**config.mk**
```make
export PLATFORM = sky130hd
export DESIGN_NAME = rmii_rx_deframer
export DESIGN_NICKNAME = d
export VERILOG_FILES = /design/src/rtl/rmii_rx_deframer.sv
export SDC_FILE = /design/constraint.sdc
export NUM_CORES = 1
export LEC_CHECK = 0
export ABC_AREA = 1
export ABC_CLOCK_PERIOD_IN_PS = 2820
export BUFFER_PORTS_ARGS = -buffer_cell sky130_fd_sc_hd__buf_2
export CAP_MARGIN = 15
export CORE_MARGIN = 8
export CORE_UTILIZATION = 55
export CTS_CLUSTER_SIZE = 30
export DETAILED_ROUTE_END_ITERATION = 16
export PLACE_DENSITY = 0.79
export SYNTH_ARGS = -nofsm -noshare
export SYNTH_HDL_FRONTEND = slang
export SYNTH_SLANG_ARGS = --single-unit
```
**constraint.sdc**
```tcl
create_clock -name clk_rmii -period 2.82 [get_ports clk_rmii]
set_input_delay 0.564 -clock clk_rmii [delete_from_list [all_inputs] [get_ports clk_rmii]]
set_output_delay 0.564 -clock clk_rmii [all_outputs]
set_load 0.02 [all_outputs]
```
**src/rtl/rmii_rx_deframer.sv**
```systemverilog
// RMII receive deframer: strips preamble/SFD, packs LSB-first dibits into bytes, flags frame errors.
// Optional RMII_RX_FCS_CHECK_EN adds a CRC-32 residue check at end of frame.
module rmii_rx_deframer #(
  parameter int MAX_BYTES    = 1536,
  parameter int LEN_W        = 11,
  parameter int PREAMBLE_MIN = 4
) (
  input  logic             clk_rmii,
  input  logic             rst_ni,
  input  logic [1:0]       rxd_i,
  input  logic             crs_dv_i,
  input  logic             rx_er_i,
  output logic [7:0]       rx_data_o,
  output logic             rx_valid_o,
  output logic             rx_sof_o,
  output logic             rx_eof_o,
  output logic             rx_err_o,
  output logic [LEN_W-1:0] rx_len_o,
  output logic             rx_active_o,
  output logic [15:0]      rx_bad_cnt_o
);

  typedef enum logic [1:0] {DROP, IDLE, PRE, DATA} state_t;

  state_t           state_q, state_d;
  logic [1:0]       rxd_s1_q, rxd_s2_q;
  logic             crs_s1_q, crs_s2_q, er_s1_q;
  logic [7:0]       pre_cnt_q, pre_cnt_d;
  logic [7:0]       acc_q, acc_d;
  logic [1:0]       dcnt_q, dcnt_d;
  logic [LEN_W-1:0] bcnt_q, bcnt_d;
  logic             err_acc_q, err_acc_d;
  logic [7:0]       data_q, data_d;
  logic             valid_q, valid_d, sof_q, sof_d, eof_q, eof_d, err_q, err_d;
  logic [LEN_W-1:0] len_q, len_d;
  logic [15:0]      bad_q, bad_d;
  logic             push_pend, push_cur, done, fcs_bad;
  logic [7:0]       acc_t, byte_v;
  logic [1:0]       cnt_t;

`ifdef RMII_RX_FCS_CHECK_EN
  logic [31:0] crc_q, crc_d;

  function automatic logic [31:0] crc_byte(input logic [31:0] c, input logic [7:0] b);
    logic [31:0] r;
    r = c;
    for (int i = 0; i < 8; i++) begin
      r = (r[0] ^ b[i]) ? ((r >> 1) ^ 32'hEDB88320) : (r >> 1);
    end
    return r;
  endfunction

  function automatic logic [31:0] bitrev(input logic [31:0] c);
    logic [31:0] r;
    for (int i = 0; i < 32; i++) r[i] = c[31-i];
    return r;
  endfunction

  // Register shifts right (reflected); residue is compared in MSB-first bit order.
  assign fcs_bad = (bcnt_q != '0) && (bitrev(crc_q) != 32'hC704DD7B);

  always_ff @(posedge clk_rmii or negedge rst_ni) begin
    if (!rst_ni) crc_q <= 32'hFFFFFFFF;
    else         crc_q <= crc_d;
  end
`else
  assign fcs_bad = 1'b0;
`endif

  always_comb begin
    state_d   = state_q;
    pre_cnt_d = pre_cnt_q;
    bcnt_d    = bcnt_q;
    err_acc_d = err_acc_q;
    data_d    = data_q;
    valid_d   = 1'b0;
    sof_d     = 1'b0;
    eof_d     = 1'b0;
    err_d     = err_q;
    len_d     = len_q;
    bad_d     = bad_q;
    push_pend = 1'b0;
    push_cur  = 1'b0;
    done      = 1'b0;
    byte_v    = '0;
`ifdef RMII_RX_FCS_CHECK_EN
    crc_d     = crc_q;
`endif
    case (state_q)
      DROP: if (!crs_s1_q && !crs_s2_q) state_d = IDLE;
      IDLE: if (crs_s1_q) begin
        if (rxd_s1_q == 2'b01) begin
          state_d   = PRE;
          pre_cnt_d = 8'd1;
        end else if (rxd_s1_q != 2'b00) begin
          state_d = DROP;
        end
      end
      PRE: begin
        if (crs_s1_q && rxd_s1_q == 2'b01) begin
          if (pre_cnt_q != 8'hFF) pre_cnt_d = pre_cnt_q + 8'd1;
        end else if (crs_s1_q && rxd_s1_q == 2'b11 && pre_cnt_q >= 8'(PREAMBLE_MIN)) begin
          state_d   = DATA;
          bcnt_d    = '0;
          err_acc_d = 1'b0;
`ifdef RMII_RX_FCS_CHECK_EN
          crc_d     = 32'hFFFFFFFF;
`endif
        end else begin
          state_d = DROP;
        end
      end
      DATA: begin
        err_acc_d = err_acc_q | er_s1_q;
        // A low-CRS dibit waits in s2; a second low sample ends the frame and discards it.
        if (!crs_s1_q && !crs_s2_q) begin
          state_d = IDLE;
          eof_d   = 1'b1;
          len_d   = bcnt_q;
          err_d   = err_acc_d | (dcnt_q != 2'd0) | fcs_bad;
        end else if (crs_s1_q) begin
          push_pend = !crs_s2_q;
          push_cur  = 1'b1;
        end
      end
      default: state_d = DROP;
    endcase

    acc_t = acc_q;
    cnt_t = dcnt_q;
    if (push_pend) begin
      acc_t = {rxd_s2_q, acc_t[7:2]};
      if (cnt_t == 2'd3) begin
        done   = 1'b1;
        byte_v = acc_t;
      end
      cnt_t = cnt_t + 2'd1;
    end
    if (push_cur) begin
      acc_t = {rxd_s1_q, acc_t[7:2]};
      if (cnt_t == 2'd3) begin
        done   = 1'b1;
        byte_v = acc_t;
      end
      cnt_t = cnt_t + 2'd1;
    end
    acc_d  = acc_t;
    dcnt_d = (state_q == DATA) ? cnt_t : 2'd0;

    if (done) begin
      if (bcnt_q == LEN_W'(MAX_BYTES)) begin
        state_d = DROP;
        eof_d   = 1'b1;
        err_d   = 1'b1;
        len_d   = bcnt_q;
      end else begin
        valid_d = 1'b1;
        data_d  = byte_v;
        sof_d   = (bcnt_q == '0);
        bcnt_d  = bcnt_q + LEN_W'(1);
`ifdef RMII_RX_FCS_CHECK_EN
        crc_d   = crc_byte(crc_q, byte_v);
`endif
      end
    end

    if (eof_d && err_d && bad_q != 16'hFFFF) bad_d = bad_q + 16'd1;
  end

  always_ff @(posedge clk_rmii or negedge rst_ni) begin
    if (!rst_ni) begin
      // CRS history resets high so a carrier already present at release keeps us in DROP.
      rxd_s1_q  <= 2'b00;
      rxd_s2_q  <= 2'b00;
      crs_s1_q  <= 1'b1;
      crs_s2_q  <= 1'b1;
      er_s1_q   <= 1'b0;
      state_q   <= DROP;
      pre_cnt_q <= '0;
      acc_q     <= '0;
      dcnt_q    <= '0;
      bcnt_q    <= '0;
      err_acc_q <= 1'b0;
      data_q    <= '0;
      valid_q   <= 1'b0;
      sof_q     <= 1'b0;
      eof_q     <= 1'b0;
      err_q     <= 1'b0;
      len_q     <= '0;
      bad_q     <= '0;
    end else begin
      rxd_s1_q  <= rxd_i;
      rxd_s2_q  <= rxd_s1_q;
      crs_s1_q  <= crs_dv_i;
      crs_s2_q  <= crs_s1_q;
      er_s1_q   <= rx_er_i;
      state_q   <= state_d;
      pre_cnt_q <= pre_cnt_d;
      acc_q     <= acc_d;
      dcnt_q    <= dcnt_d;
      bcnt_q    <= bcnt_d;
      err_acc_q <= err_acc_d;
      data_q    <= data_d;
      valid_q   <= valid_d;
      sof_q     <= sof_d;
      eof_q     <= eof_d;
      err_q     <= err_d;
      len_q     <= len_d;
      bad_q     <= bad_d;
    end
  end

  assign rx_data_o    = data_q;
  assign rx_valid_o   = valid_q;
  assign rx_sof_o     = sof_q;
  assign rx_eof_o     = eof_q;
  assign rx_err_o     = err_q;
  assign rx_len_o     = len_q;
  assign rx_active_o  = (state_q == DATA);
  assign rx_bad_cnt_o = bad_q;

endmodule

```
Yosys cells after proc, flatten, opt, wreduce, memory -nomap -nowiden
Cells that the tools add are included.
{ "classes": {"n_addsub": 5, "mul": 0, "div_mod_pow": 0, "order_cmp": 1, "n_eq_ne": 16, "shift": 0, "mux": 57, "n_bitwise": 3, "n_reduce_logical": 18} }
{ "op_table": {"columns": ["operator", "n"], "rows": [
  ["$mux W11", 9],
  ["$mux W8", 10],
  ["$mux W1", 24],
  ["$mux W2", 11],
  ["$add A16 B1 Y16 const B", 1],
  ["$ne A16 B16 Y1 const B", 1],
  ["$pmux W8 S2", 1],
  ["$ne A2 B2 Y1 const B", 6],
  ["$add A11 B1 Y11 const B", 1],
  ["$eq A11 B11 Y1 const B", 1],
  ["$logic_not A11 Y1", 1],
  ["$eq A2 B2 Y1 const B", 5],
  ["$add A8 B1 Y8 const B", 1],
  ["$ge A8 B3 Y1 const B", 1],
  ["$ne A8 B8 Y1 const B", 1],
  ["$reduce_bool A2 Y1", 4],
  ["$logic_and A1 B1 Y1", 6],
  ["$pmux W2 S3", 1],
  ["$reduce_and A5 Y1", 1],
  ["$add A2 B1 Y2 const B", 2],
  ["$eq A2 B1 Y1 const B", 2],
  ["$reduce_and A3 Y1", 1],
  ["$logic_not A1 Y1", 2],
  ["$logic_not A2 Y1", 1],
  ["5 further kinds", 6]
]} }
{ "word_totals": {"regBits": 76, "latchBits": 0, "mem_bits_rw": 0, "rom_bits": 0, "in_bits": 6, "out_inout_bits": 40, "elab_cells": 118, "mem_count": 0} }

Logic depth before layout (Yosys ltp)
Gate-level depths: netlist of the first run.
{ "depth": {"word_depth": 11, "depth_mapped": 16, "depth_no_buf": 13} }

Least setup slack after synthesis of the first run
No wires, ideal clock.
{ "synth_timing": {"path_type": "register -> register", "startpoint": "register state_q[0]", "endpoint": "register len_q[7], in the netlist rx_len_o[7]", "setup_time_ns": 0.121, "arrival_ns": 2.463, "required_ns": 2.699, "setup_slack_ns": 0.236, "stages_incl_launch_ff": 16, "path_buffers": 3, "cell_sequence": "dfrtp_1 > ha_1 > buf_4 > nand2_4 > nor2_1 > buf_2 > xor2_1 > inv_1 > ha_1 > nand2_4 > nand2_4 > nand3_4 > nand2_4 > buf_4 > nor2_1 > a21oi_1"} }
{ "synth_via": {"elab_chain_cells": 7, "word_cells_on_any_way": 11} }
{ "synth_lines": {"columns": ["element", "line", "text"], "rows": [
  ["from (decl)", "25", "state_t state_q, state_d;"],
  ["from (signal assigned)", "197", "state_q <= state_d;"],
  ["$eq A2 B2 Y1 *", null, null],
  ["via rx_active_o", "19", "output logic rx_active_o,"],
  ["$mux W1", "89", "case (state_q)"],
  ["$mux W2", "131", "if (push_pend) begin"],
  ["$eq A2 B2 Y1", "141", "if (cnt_t == 2'd3) begin"],
  ["$mux W1", "141", null],
  ["$mux W1", "139", "if (push_cur) begin"],
  ["$mux W11 *", "150", "if (done) begin"],
  ["via len_d[7]", "35", "logic [LEN_W-1:0] len_q, len_d;"],
  ["to (signal assigned)", "208", "len_q <= len_d;"],
  ["to (decl)", "35", null]
]} }
The timed path passes the listed nets; every way through them passes the cells marked *.
A chain may end at the register's enable or synchronous reset.

Final worst setup path of the first run
{ "layout_timing": {"startpoint": "register state_q[0]", "endpoint": "register bad_q[11], in the netlist rx_bad_cnt_o[11]"} }
{ "layout_via": {"elab_chain_cells": 9, "word_cells_on_any_way": 16} }
{ "layout_lines": {"columns": ["element", "line", "text"], "rows": [
  ["$eq A2 B2 Y1 *", "89", null],
  ["$mux W1", "89", null],
  ["$mux W2", "131", null],
  ["$eq A2 B2 Y1", "141", null],
  ["$mux W1", "141", null],
  ["$mux W1", "139", null],
  ["$mux W1", "150", null],
  ["$logic_and A1 B1 Y1 * (2 in series)", "167", "if (eof_d && err_d && bad_q != 16'hFFFF) bad_d = bad_q + 16'd1;"],
  ["to (signal assigned)", "190", "bad_q <= '0;"],
  ["to (signal assigned)", "209", "bad_q <= bad_d;"],
  ["to (decl)", "36", "logic [15:0] bad_q, bad_d;"]
]} }
Every way passes the cells marked *; elsewhere a longest branch is shown, timed or not.

==> results of run 1 <==
## area by class of cell
class / count / area [sq um] / area share, %
multi-input cells: 374 / 1953 / 41.62
flip-flops and latches: 76 / 1904 / 40.58
repair buffers: 49 / 257.7 / 5.492
inverters: 60 / 230.2 / 4.905
clock buffers: 11 / 151.4 / 3.226
well taps: 99 / 123.9 / 2.639
clock inverters: 4 / 72.57 / 1.546
## state kept, by name, indices dropped and copies added (netlist names)
signal	count
acc_q	6
bcnt_q	11
crs_s1_q	1
crs_s2_q	1
dcnt_q	2
er_s1_q	1
err_acc_q	1
pre_cnt_q	8
rx_bad_cnt_o	16
rx_data_o	8
rx_eof_o	1
rx_err_o	1
rx_len_o	11
rx_sof_o	1
rx_valid_o	1
rxd_s1_q	2
rxd_s2_q	2
state_q	2
## through the flow
step	utilization, %	std cells
after global routing	64.36	673
after CTS	64.33	673
after detailed placement	61.26	658
after floorplan	-	522
after global placement	61.26	658
final	64.36	673
## where the power goes
part	leakage, uW	total, uW	switching, uW	internal, uW
Sequential	0.00102	1340	106	1230
Clock	0.000111	934	394	540
Combinational	0.00134	615	406	209
Total	0.00247	2890	906	1980
## layout by cell type, fill, tap and decap left out, types with 4 or more instances in the layout
master	n
a21oi_1	14
buf_2	44
buf_4	5
clkbuf_8	11
dfrtp_1	74
ha_1	11
inv_1	55
inv_2	4
nand2_1	158
nand2_4	5
nand3_1	48
nand4_1	14
nor2_1	35
nor3_1	10
o21ai_0	25
o21ai_1	7
o31ai_1	6
xor2_1	15
## synth_stat cells
cell type	count	area, sq um
or2_2	2	12.51
a211oi_1	1	7.510
nor3_1	10	50.05
nand3_4	2	35.03
buf_6	1	11.26
buf_4	4	30.03
xnor2_1	1	8.760
inv_2	4	15.01
xor2_1	15	131.4
o22ai_1	2	12.51
a21boi_1	1	7.510
nand3b_1	1	7.510
clkinv_4	1	8.760
nand2_4	5	56.30
buf_2	4	20.02
nor2_1	36	135.1
o31ai_1	6	45.04
nand4_4	1	21.27
nor3_4	2	32.53
ha_1	11	137.6
a21oi_1	14	70.07
nand4_1	14	87.58
dfrtp_1	74	1852
inv_1	55	206.5
nand2_1	158	593.1
nand2_2	1	6.260
nor2_4	1	11.26
nor2_2	2	12.51
o21ai_4	1	16.27
o21ai_1	7	35.03
dfstp_2	2	52.55
nand3_1	48	240.2
a22oi_1	2	15.01
clkbuf_1	3	11.26
o211ai_1	3	22.52
a31oi_1	1	6.260
o21ai_0	25	125.1
a22o_1	1	8.760
## cell families after synthesis
kind of cell | Yosys count | synth area share [%]
compound gates | 64 | 8.938
xor+xnor | 16 | 3.371
fa+ha+maj | 11 | 3.310
flops | 76 | 45.80
simple gates | 283 | 31.30
buf+inv | 72 | 7.283
## per-layer routing
metal	global-route usage, %	share of wire, %	vias to the layer above
met5	0	0	-
li1	-	-	1787
met3	3.106	5.0	14
met1	25.15	47	1700
met4	8.009	1.7	0
met2	30.22	47	78
## critical path, stage by stage (launching register included)
cell and delay [ns]:
dfrtp_1 0.43, ha_1 0.26, nand2_4 0.14, nor2_2 0.07, xor2_1 0.15, inv_1 0.07, ha_1 0.20, nand2_4 0.08
nand2_4 0.18, nand3_4 0.16, nand2_4 0.21, nand3_4 0.22, nand2_1 0.13, nand2_1 0.05
## final timing paths
path	startpoint	endpoint	slack [ns]
worst max-delay path	state_q[0]	rx_bad_cnt_o[11]	0.35
max in group asynchronous	rst_ni	rxd_s1_q[1]	1.85
worst max register to register	state_q[0]	rx_bad_cnt_o[11]	0.35
worst min register to register	rxd_s1_q[1]	rxd_s2_q[1]	0.44
worst min-delay path	crs_dv_i	crs_s1_q	0.32
min in group asynchronous	rst_ni	acc_q[4]	0.33
==> flow_metrics.py, run 1 <==
metrics = {
    "outcome": {
        "status": "finished, final reports clean",
    },
    "setup_path": {
        "ff2ff_path_depth": 13,
        "cp-end-kind": "flop",
        "cp_max_fo": 18,
        "cp-start-kind": "flop",
        "worstSetupPathType": "flop to flop",
        "crit_required_ns": 3.07,
        "worst_ep_arrival_time_ns": 2.72,
    },
    "layout": {
        "fillers": 637,
        "diodes": 0,
        "final_cell_area_sq_um": 4693,
        "drive_gt1_share_pct": 15.51,
        "synthToLayoutAreaGrowth_pct": 12.88,
        "nNetsFinal": 587,
    },
    "sta": {
        "fin_crit_ns": 2.473,
        "drv_slew": 0,
        "fin_crit_sh_pct": 87.68,
        "clock_skew_ns": 0.01344,
        "tns_ns": 0,
        "hold_violations": 0,
        "tightest_slew_ns": 0.9302,
        "fmax_mhz": 404.4,
        "fin_hold_ws_ns": 0.3152,
        "setup_viol_count_final": 0,
        "relSlewSlack_pct": 37.99,
        "worst_slack_ns": 0.3473,
        "rsz0062_at_grt": "false",
    },
    "placed_design": {
        "place_ws_ns": 0.2545,
        "hpwlAfterDp_um": 6537,
        "gp_congestion": 0.9247,
        "portBuffers": 45,
        "placed_area_sq_um": 4467,
    },
    "flow_run": {
        "cap_violations": 0,
    },
    "synth": {
        "syn_nets": 539,
        "synthCells": 522,
        "avgSynthCellArea_sq_um": 7.965,
        "synth_seq_cells": 76,
        "yosysUniqueCellTypes": 38,
        "ys_seq_area_share_pct": 45.80,
        "syn_area_sq_um": 4158,
        "yosys_warnings": 0,
    },
    "cts": {
        "clk_latency_ns": 0.35,
        "clk_pin_slew_ns": 0.08,
        "cts_tree": "yes",
        "hold_buffers": 0,
        "ctsHtreeMaxLevel": 3,
        "numCtsBuffers": 9,
        "clock_sinks": 76,
        "cts_resized": 0,
        "postCtsSetupBuffers": 0,
        "cts_root_buffer": "clkbuf_8",
        "clockBufferDepth": 2,
    },
    "pwr": {
        "leakage_uw": 0.002469,
        "ir_worst_vdd_v": 0.0003517,
        "p_total_uw": 2890,
        "powerDensity_nw_per_um2": 615.8,
    },
    "global_route": {
        "grt_pass1_wl_um": 16060,
        "grt_max_degree": 77,
        "grt_antenna_before_repair": 0,
        "grt_pass1_vias": 3501,
        "overflow": 0,
        "track_usage_pct": 19.03,
    },
    "floorplanning": {
        "num_io_pins": 46,
        "initial_core_util_pct": 57.02,
        "die-width_um": 102.9,
        "die-area_sq_um": 10600,
        "core_sq_um": 7292,
        "die_h_um": 102.9,
        "core.rowCount": 31,
    },
    "routing": {
        "routedWlPerCell_um": 13.62,
        "drc": 0,
        "viasPerCell": 5.318,
        "dr.pass1.iters": 4,
        "vias": 3579,
        "routed_wl_um": 9163,
        "drt-initial-drc-count": 143,
        "ant_nets": 0,
    },
    "min_path": {
        "min_delay_path_depth": 1,
        "hold_class": "input pin to flop",
    },
}
Note: power is estimated with default switching activity, not from simulation.
==> inputs of run 2 (changes only) <==
--- a/config.mk
+++ b/config.mk
@@ -7,13 +7,13 @@
 export LEC_CHECK = 0
 export ABC_AREA = 1
 export ABC_CLOCK_PERIOD_IN_PS = 2820
-export BUFFER_PORTS_ARGS = -buffer_cell sky130_fd_sc_hd__buf_2
 export CAP_MARGIN = 15
 export CORE_MARGIN = 8
 export CORE_UTILIZATION = 55
 export CTS_CLUSTER_SIZE = 30
 export DETAILED_ROUTE_END_ITERATION = 16
-export PLACE_DENSITY = 0.79
+export DONT_BUFFER_PORTS = 1
+export PLACE_DENSITY = 0.67
 export SYNTH_ARGS = -nofsm -noshare
 export SYNTH_HDL_FRONTEND = slang
 export SYNTH_SLANG_ARGS = --single-unit
==> flow_metrics.py, run 2 (same netlist as run 1, synthesis figures left out) <==
metrics = {
    "floorplanning": {
        "core.rowCount": 31,
        "die-area_sq_um": 10600,
        "initial_core_util_pct": 57.02,
        "core_sq_um": 7292,
        "die_h_um": 102.9,
        "num_io_pins": 46,
        "die-width_um": 102.9,
    },
    "sta": {
        "rsz0062_at_grt": "false",
        "fin_crit_ns": 2.565,
        "clock_skew_ns": 0.009115,
        "drv_slew": 0,
        "fin_crit_sh_pct": 90.97,
        "relSlewSlack_pct": 60.71,
        "tightest_slew_ns": 0.5848,
        "fmax_mhz": 389.8,
        "setup_viol_count_final": 0,
        "hold_violations": 0,
        "worst_slack_ns": 0.2546,
        "tns_ns": 0,
    },
    "setup_path": {
        "cp-start-kind": "flop",
        "cp_max_fo": 18,
        "crit_buf_inv": 1,
        "crit_required_ns": 3.06,
        "r2r_start": "state_q[0]",
        "worstReg2RegEnd": "rx_bad_cnt_o[6]",
        "cpPeakStageDelay_ns": 0.42,
        "cp_top_family": "simple AND/OR/NAND/NOR gates",
        "crit_chain": "ha_1 > nand2_4 > nor2_1 > buf_4 > o21ai_0 > ha_2 > nand2_4 > nand2_4 > nand3_4 > nand2_8 > nand3_4 > nand2_1 > nand2_1",
        "ff2ff_path_depth": 13,
        "worstSetupPathType": "flop to flop",
        "cpMaxStageDelayCell": "dfrtp_1",
        "cp-end-kind": "flop",
        "cpMostUsedCell": "nand2_4",
        "worst_ep_arrival_time_ns": 2.81,
        "worst-path-stages": 13,
        "r2r_slack_ns": 0.25,
    },
    "global_route": {
        "grt_max_degree": 75,
        "grt_antenna_before_repair": 0,
        "grt_pass1_wl_um": 14990,
        "grt_pass1_vias": 3118,
        "overflow": 0,
        "track_usage_pct": 17.98,
    },
    "min_path": {
        "hold_class": "input pin to async pin",
    },
    "outcome": {
        "status": "finished, final reports clean",
    },
    "cts": {
        "ctsHtreeMaxLevel": 3,
        "clockBufferDepth": 2,
        "clock_sinks": 76,
        "cts_tree": "yes",
        "clk_latency_ns": 0.35,
        "cts_root_buffer": "clkbuf_8",
        "clk_pin_slew_ns": 0.08,
        "numCtsBuffers": 9,
    },
    "pwr": {
        "internal-power_uw": 1895,
        "clkPwrFrac_pct": 32.5,
        "p_comb_share_pct": 16.2,
        "switchingPower_uw": 896.1,
        "p_total_uw": 2791,
        "swShare_pct": 32.10,
        "ir_worst_vdd_v": 0.0003050,
        "p_seq_share_pct": 51.4,
        "powerDensity_nw_per_um2": 621.3,
        "leakage_uw": 0.002243,
    },
    "layout": {
        "drive_gt1_share_pct": 8.663,
        "diodes": 0,
        "layout_commonest_cell": "nand2_1",
        "final_cell_area_sq_um": 4493,
        "final_cell_mix": "158 x nand2_1, 74 x dfrtp_1, 55 x inv_1",
        "synthToLayoutAreaGrowth_pct": 8.065,
        "fillers": 668,
        "nNetsFinal": 543,
        "largest_reg_flops": 16,
    },
    "routing": {
        "routedWlPerCell_um": 14.09,
        "dr.pass1.iters": 4,
        "ant_nets": 0,
        "drc": 0,
        "routed_wl_um": 8879,
        "viasPerCell": 5.322,
        "drt-initial-drc-count": 138,
        "vias": 3353,
    },
    "placed_design": {
        "place_ws_ns": 0.1820,
        "hpwlAfterDp_um": 6298,
        "placed_area_sq_um": 4239,
        "gp_congestion": 0.9023,
        "portBuffers": 0,
    },
    "flow_run": {
        "cap_violations": 0,
    },
}
run 2: cell type report:
type / count / area (sq um) / area share (%)
repair buffers: 5 / 57.56 / 1.281
inverters: 60 / 230.2 / 5.124
well taps: 99 / 123.9 / 2.757
clock buffers: 9 / 123.9 / 2.757
flip-flops and latches: 76 / 1904 / 42.38
clock inverters: 7 / 91.34 / 2.033
multi-input cells: 374 / 1962 / 43.66
run 2: per-stage QoR:
| step | std cells | hold slack [ns] | utilization, % |
|---|---|---|---|
| floorplan | 522 | 0.2684 | - |
| finish | 630 | 0.05430 | 61.62 |
| global route | 630 | 0.03166 | 61.62 |
| CTS | 630 | 0.04233 | 61.46 |
| detailed placement | 613 | 0.2709 | 58.13 |
| global placement | 613 | 0.2705 | 58.13 |
run 2: repair_timing:
item,CTS,global route
setup endpoints to repair,0,16
endpoints found under the hold margin,74,0
hold buffers,1,0
resized for setup,0,2
buffers inserted,0,0
run 2: worst max path at each step:
stage | startpoint | to
final | state_q[0] | rx_bad_cnt_o[6]
after global routing | state_q[0] | rx_bad_cnt_o[11]
after CTS | state_q[0] | rx_bad_cnt_o[6]
after detailed placement | state_q[0] | rx_bad_cnt_o[9]
after global placement | state_q[0] | rx_bad_cnt_o[10]
after floorplan | state_q[0] | rx_len_o[7]
run 2: power by group through the flow:
stage          combinational [uW]  sequential (uW)  clock (uW)
3_3_place_gp                  419             1450           0
5_1_grt                       527             1460         970
6_report                      452             1430         906
2_1_floorplan                 353             1420           0
3_5_place_dp                  422             1460           0
4_1_cts                       452             1440         920
run 2: routing by layer:
layer	track usage (%)	wire length [um]
met5	0	0
met4	5.895	101
met3	5.739	577
met2	28.04	4085
met1	23.07	4114
==> inputs of run 3 (changes only) <==
--- a/config.mk
+++ b/config.mk
@@ -10,10 +10,11 @@
 export CAP_MARGIN = 15
 export CORE_MARGIN = 8
 export CORE_UTILIZATION = 55
+export CTS_BUF_LIST = sky130_fd_sc_hd__clkbuf_8 sky130_fd_sc_hd__clkbuf_16
 export CTS_CLUSTER_SIZE = 30
 export DETAILED_ROUTE_END_ITERATION = 16
 export DONT_BUFFER_PORTS = 1
-export PLACE_DENSITY = 0.67
+export PLACE_DENSITY = 0.79
 export SYNTH_ARGS = -nofsm -noshare
 export SYNTH_HDL_FRONTEND = slang
 export SYNTH_SLANG_ARGS = --single-unit
==> flow_metrics.py, run 3 (same netlist as run 1, synthesis figures left out) <==
metrics = {
    "outcome": {
        "status": "finished, final reports clean",
    },
    "routing": {
        "viasPerCell": 5.337,
        "drt-initial-drc-count": 198,
        "dr.pass1.iters": 4,
        "ant_nets": 0,
        "drc": 0,
        "routedWlPerCell_um": 14.32,
        "vias": 3357,
        "routed_wl_um": 9008,
    },
    "layout": {
        "fin_util_pct": 61.39,
        "nNetsFinal": 542,
        "diodes": 0,
        "final_cell_mix": "158 x nand2_1, 74 x dfrtp_1, 55 x inv_1",
        "seq_area_sq_um": 1904,
        "final_cell_area_sq_um": 4477,
        "synthToLayoutAreaGrowth_pct": 7.674,
        "multi_input_area_sq_um": 1953,
        "largest_reg_flops": 16,
        "layout_commonest_cell": "nand2_1",
        "drive_gt1_share_pct": 8.491,
        "fillers": 676,
    },
    "placed_design": {
        "placed_area_sq_um": 4232,
        "gp_congestion": 0.8688,
        "place_ws_ns": 0.2321,
        "portBuffers": 0,
        "hpwlAfterDp_um": 6489,
    },
    "sta": {
        "rsz0062_at_grt": "false",
        "hold_violations": 0,
        "fin_crit_sh_pct": 88.54,
        "fin_crit_ns": 2.497,
        "relSlewSlack_pct": 60.90,
        "worst_slack_ns": 0.3231,
        "setup_viol_count_final": 0,
        "drv_slew": 0,
        "fmax_mhz": 400.5,
        "tns_ns": 0,
        "clock_skew_ns": 0.01180,
        "tightest_slew_ns": 0.5820,
    },
    "cts": {
        "clk_latency_ns": 0.34,
        "clock_sinks": 76,
        "ctsHtreeMaxLevel": 3,
        "cts_root_buffer": "clkbuf_8",
        "numCtsBuffers": 9,
        "clockBufferDepth": 2,
        "clk_pin_slew_ns": 0.07,
        "cts_tree": "yes",
    },
    "pwr": {
        "p_seq_share_pct": 51.8,
        "p_comb_share_pct": 16.3,
        "powerDensity_nw_per_um2": 619.9,
        "switchingPower_uw": 884.3,
        "swShare_pct": 31.86,
        "leakage_uw": 0.002239,
        "clkPwrFrac_pct": 31.9,
        "ir_worst_vdd_v": 0.0003252,
        "internal-power_uw": 1891,
    },
    "setup_path": {
        "endpoint": "rx_bad_cnt_o[2]",
        "r2r_start": "crs_s1_q",
        "worstSetupPathType": "flop to flop",
        "ff2ff_path_depth": 12,
        "worst_ep_arrival_time_ns": 2.73,
        "worstReg2RegEnd": "rx_bad_cnt_o[2]",
        "crit_required_ns": 3.05,
        "cp_max_fo": 18,
        "crit_start": "crs_s1_q",
        "r2r_slack_ns": 0.32,
        "cp-start-kind": "flop",
        "cp-end-kind": "flop",
    },
    "floorplanning": {
        "die-area_sq_um": 10600,
        "die-width_um": 102.9,
        "core_sq_um": 7292,
        "die_h_um": 102.9,
        "initial_core_util_pct": 57.02,
        "num_io_pins": 46,
        "core.rowCount": 31,
    },
    "global_route": {
        "grt_antenna_before_repair": 0,
        "grt_max_degree": 75,
        "track_usage_pct": 18.17,
        "overflow": 0,
        "grt_pass1_wl_um": 15350,
        "grt_pass1_vias": 3271,
    },
    "min_path": {
        "hold_class": "input pin to async pin",
    },
    "flow_run": {
        "cap_violations": 0,
    },
}
## run 3: changes by cell type in the layout (fill, tap and decap cells not counted), sizes merged
cell / previous run / this run
buf: 5 / 4
## run 3: worst min-delay path by stage
stage	startpoint	endpoint	slack, ns	cells past startpoint
after floorplan	rst_ni	acc_q[2]	0.27	0
after global placement	rst_ni	rx_data_o[1]	0.27	0
after detailed placement	rst_ni	acc_q[4]	0.27	0
after CTS	rst_ni	crs_s1_q	0.04	0
after global routing	rst_ni	crs_s2_q	0.03	0
final	rst_ni	crs_s1_q	0.07	0
## run 3: metal layers
| layer | part of all wire, % | GRT usage, % |
|---|---|---|
| met5 | 0 | 0 |
| met4 | 1.3 | 5.562 |
| met3 | 7.5 | 5.132 |
| met2 | 47 | 29.23 |
| met1 | 45 | 23.16 |
## run 3: critical path, stage by stage (launching register included)
cell and delay (ns):
dfstp_2 0.65, nand2_4 0.12, nor2_2 0.19, nand2_1 0.08, o21ai_0 0.08, ha_1 0.24, nand2_4 0.08, nand2_4 0.19
nand3_4 0.16, nand2_4 0.21, nand3_4 0.22, nand2_1 0.13, nand2_1 0.06
## run 3: power groups by stage
stage / Combinational, uW / Sequential, uW / Clock (uW)
floorplan: 353 / 1420 / 0
global placement: 412 / 1450 / 0
detailed placement: 428 / 1460 / 0
CTS: 456 / 1440 / 911
global route: 517 / 1460 / 956
finish: 452 / 1440 / 885
## run 3: what timing repair did
| action | in CTS | in global routing |
|---|---|---|
| buffers inserted | 0 | 0 |
| endpoints found under the hold margin | 74 | 0 |
| endpoints found under the setup margin | 0 | 15 |
| hold buffers | 1 | 0 |
| gates resized for setup | 0 | 1 |
## run 3: stage by stage
step	power [uW]	hold slack, ns	instances
final	2775	0.06553	629
after global routing	2937	0.03372	629
after CTS	2808	0.04400	629
after detailed placement	1890	0.2712	612
after global placement	1866	0.2717	612
after floorplan	1771	0.2684	522
## run 3: area by class of cell
| cell class | instances | area share [%] |
|---|---|---|
| multi-input combinational | 374 | 43.63 |
| sequential | 76 | 42.54 |
| inverter | 60 | 5.143 |
| clock buffer | 9 | 2.767 |
| tap | 99 | 2.767 |
| clock inverter | 7 | 2.040 |
| timing repair buffer | 4 | 1.118 |
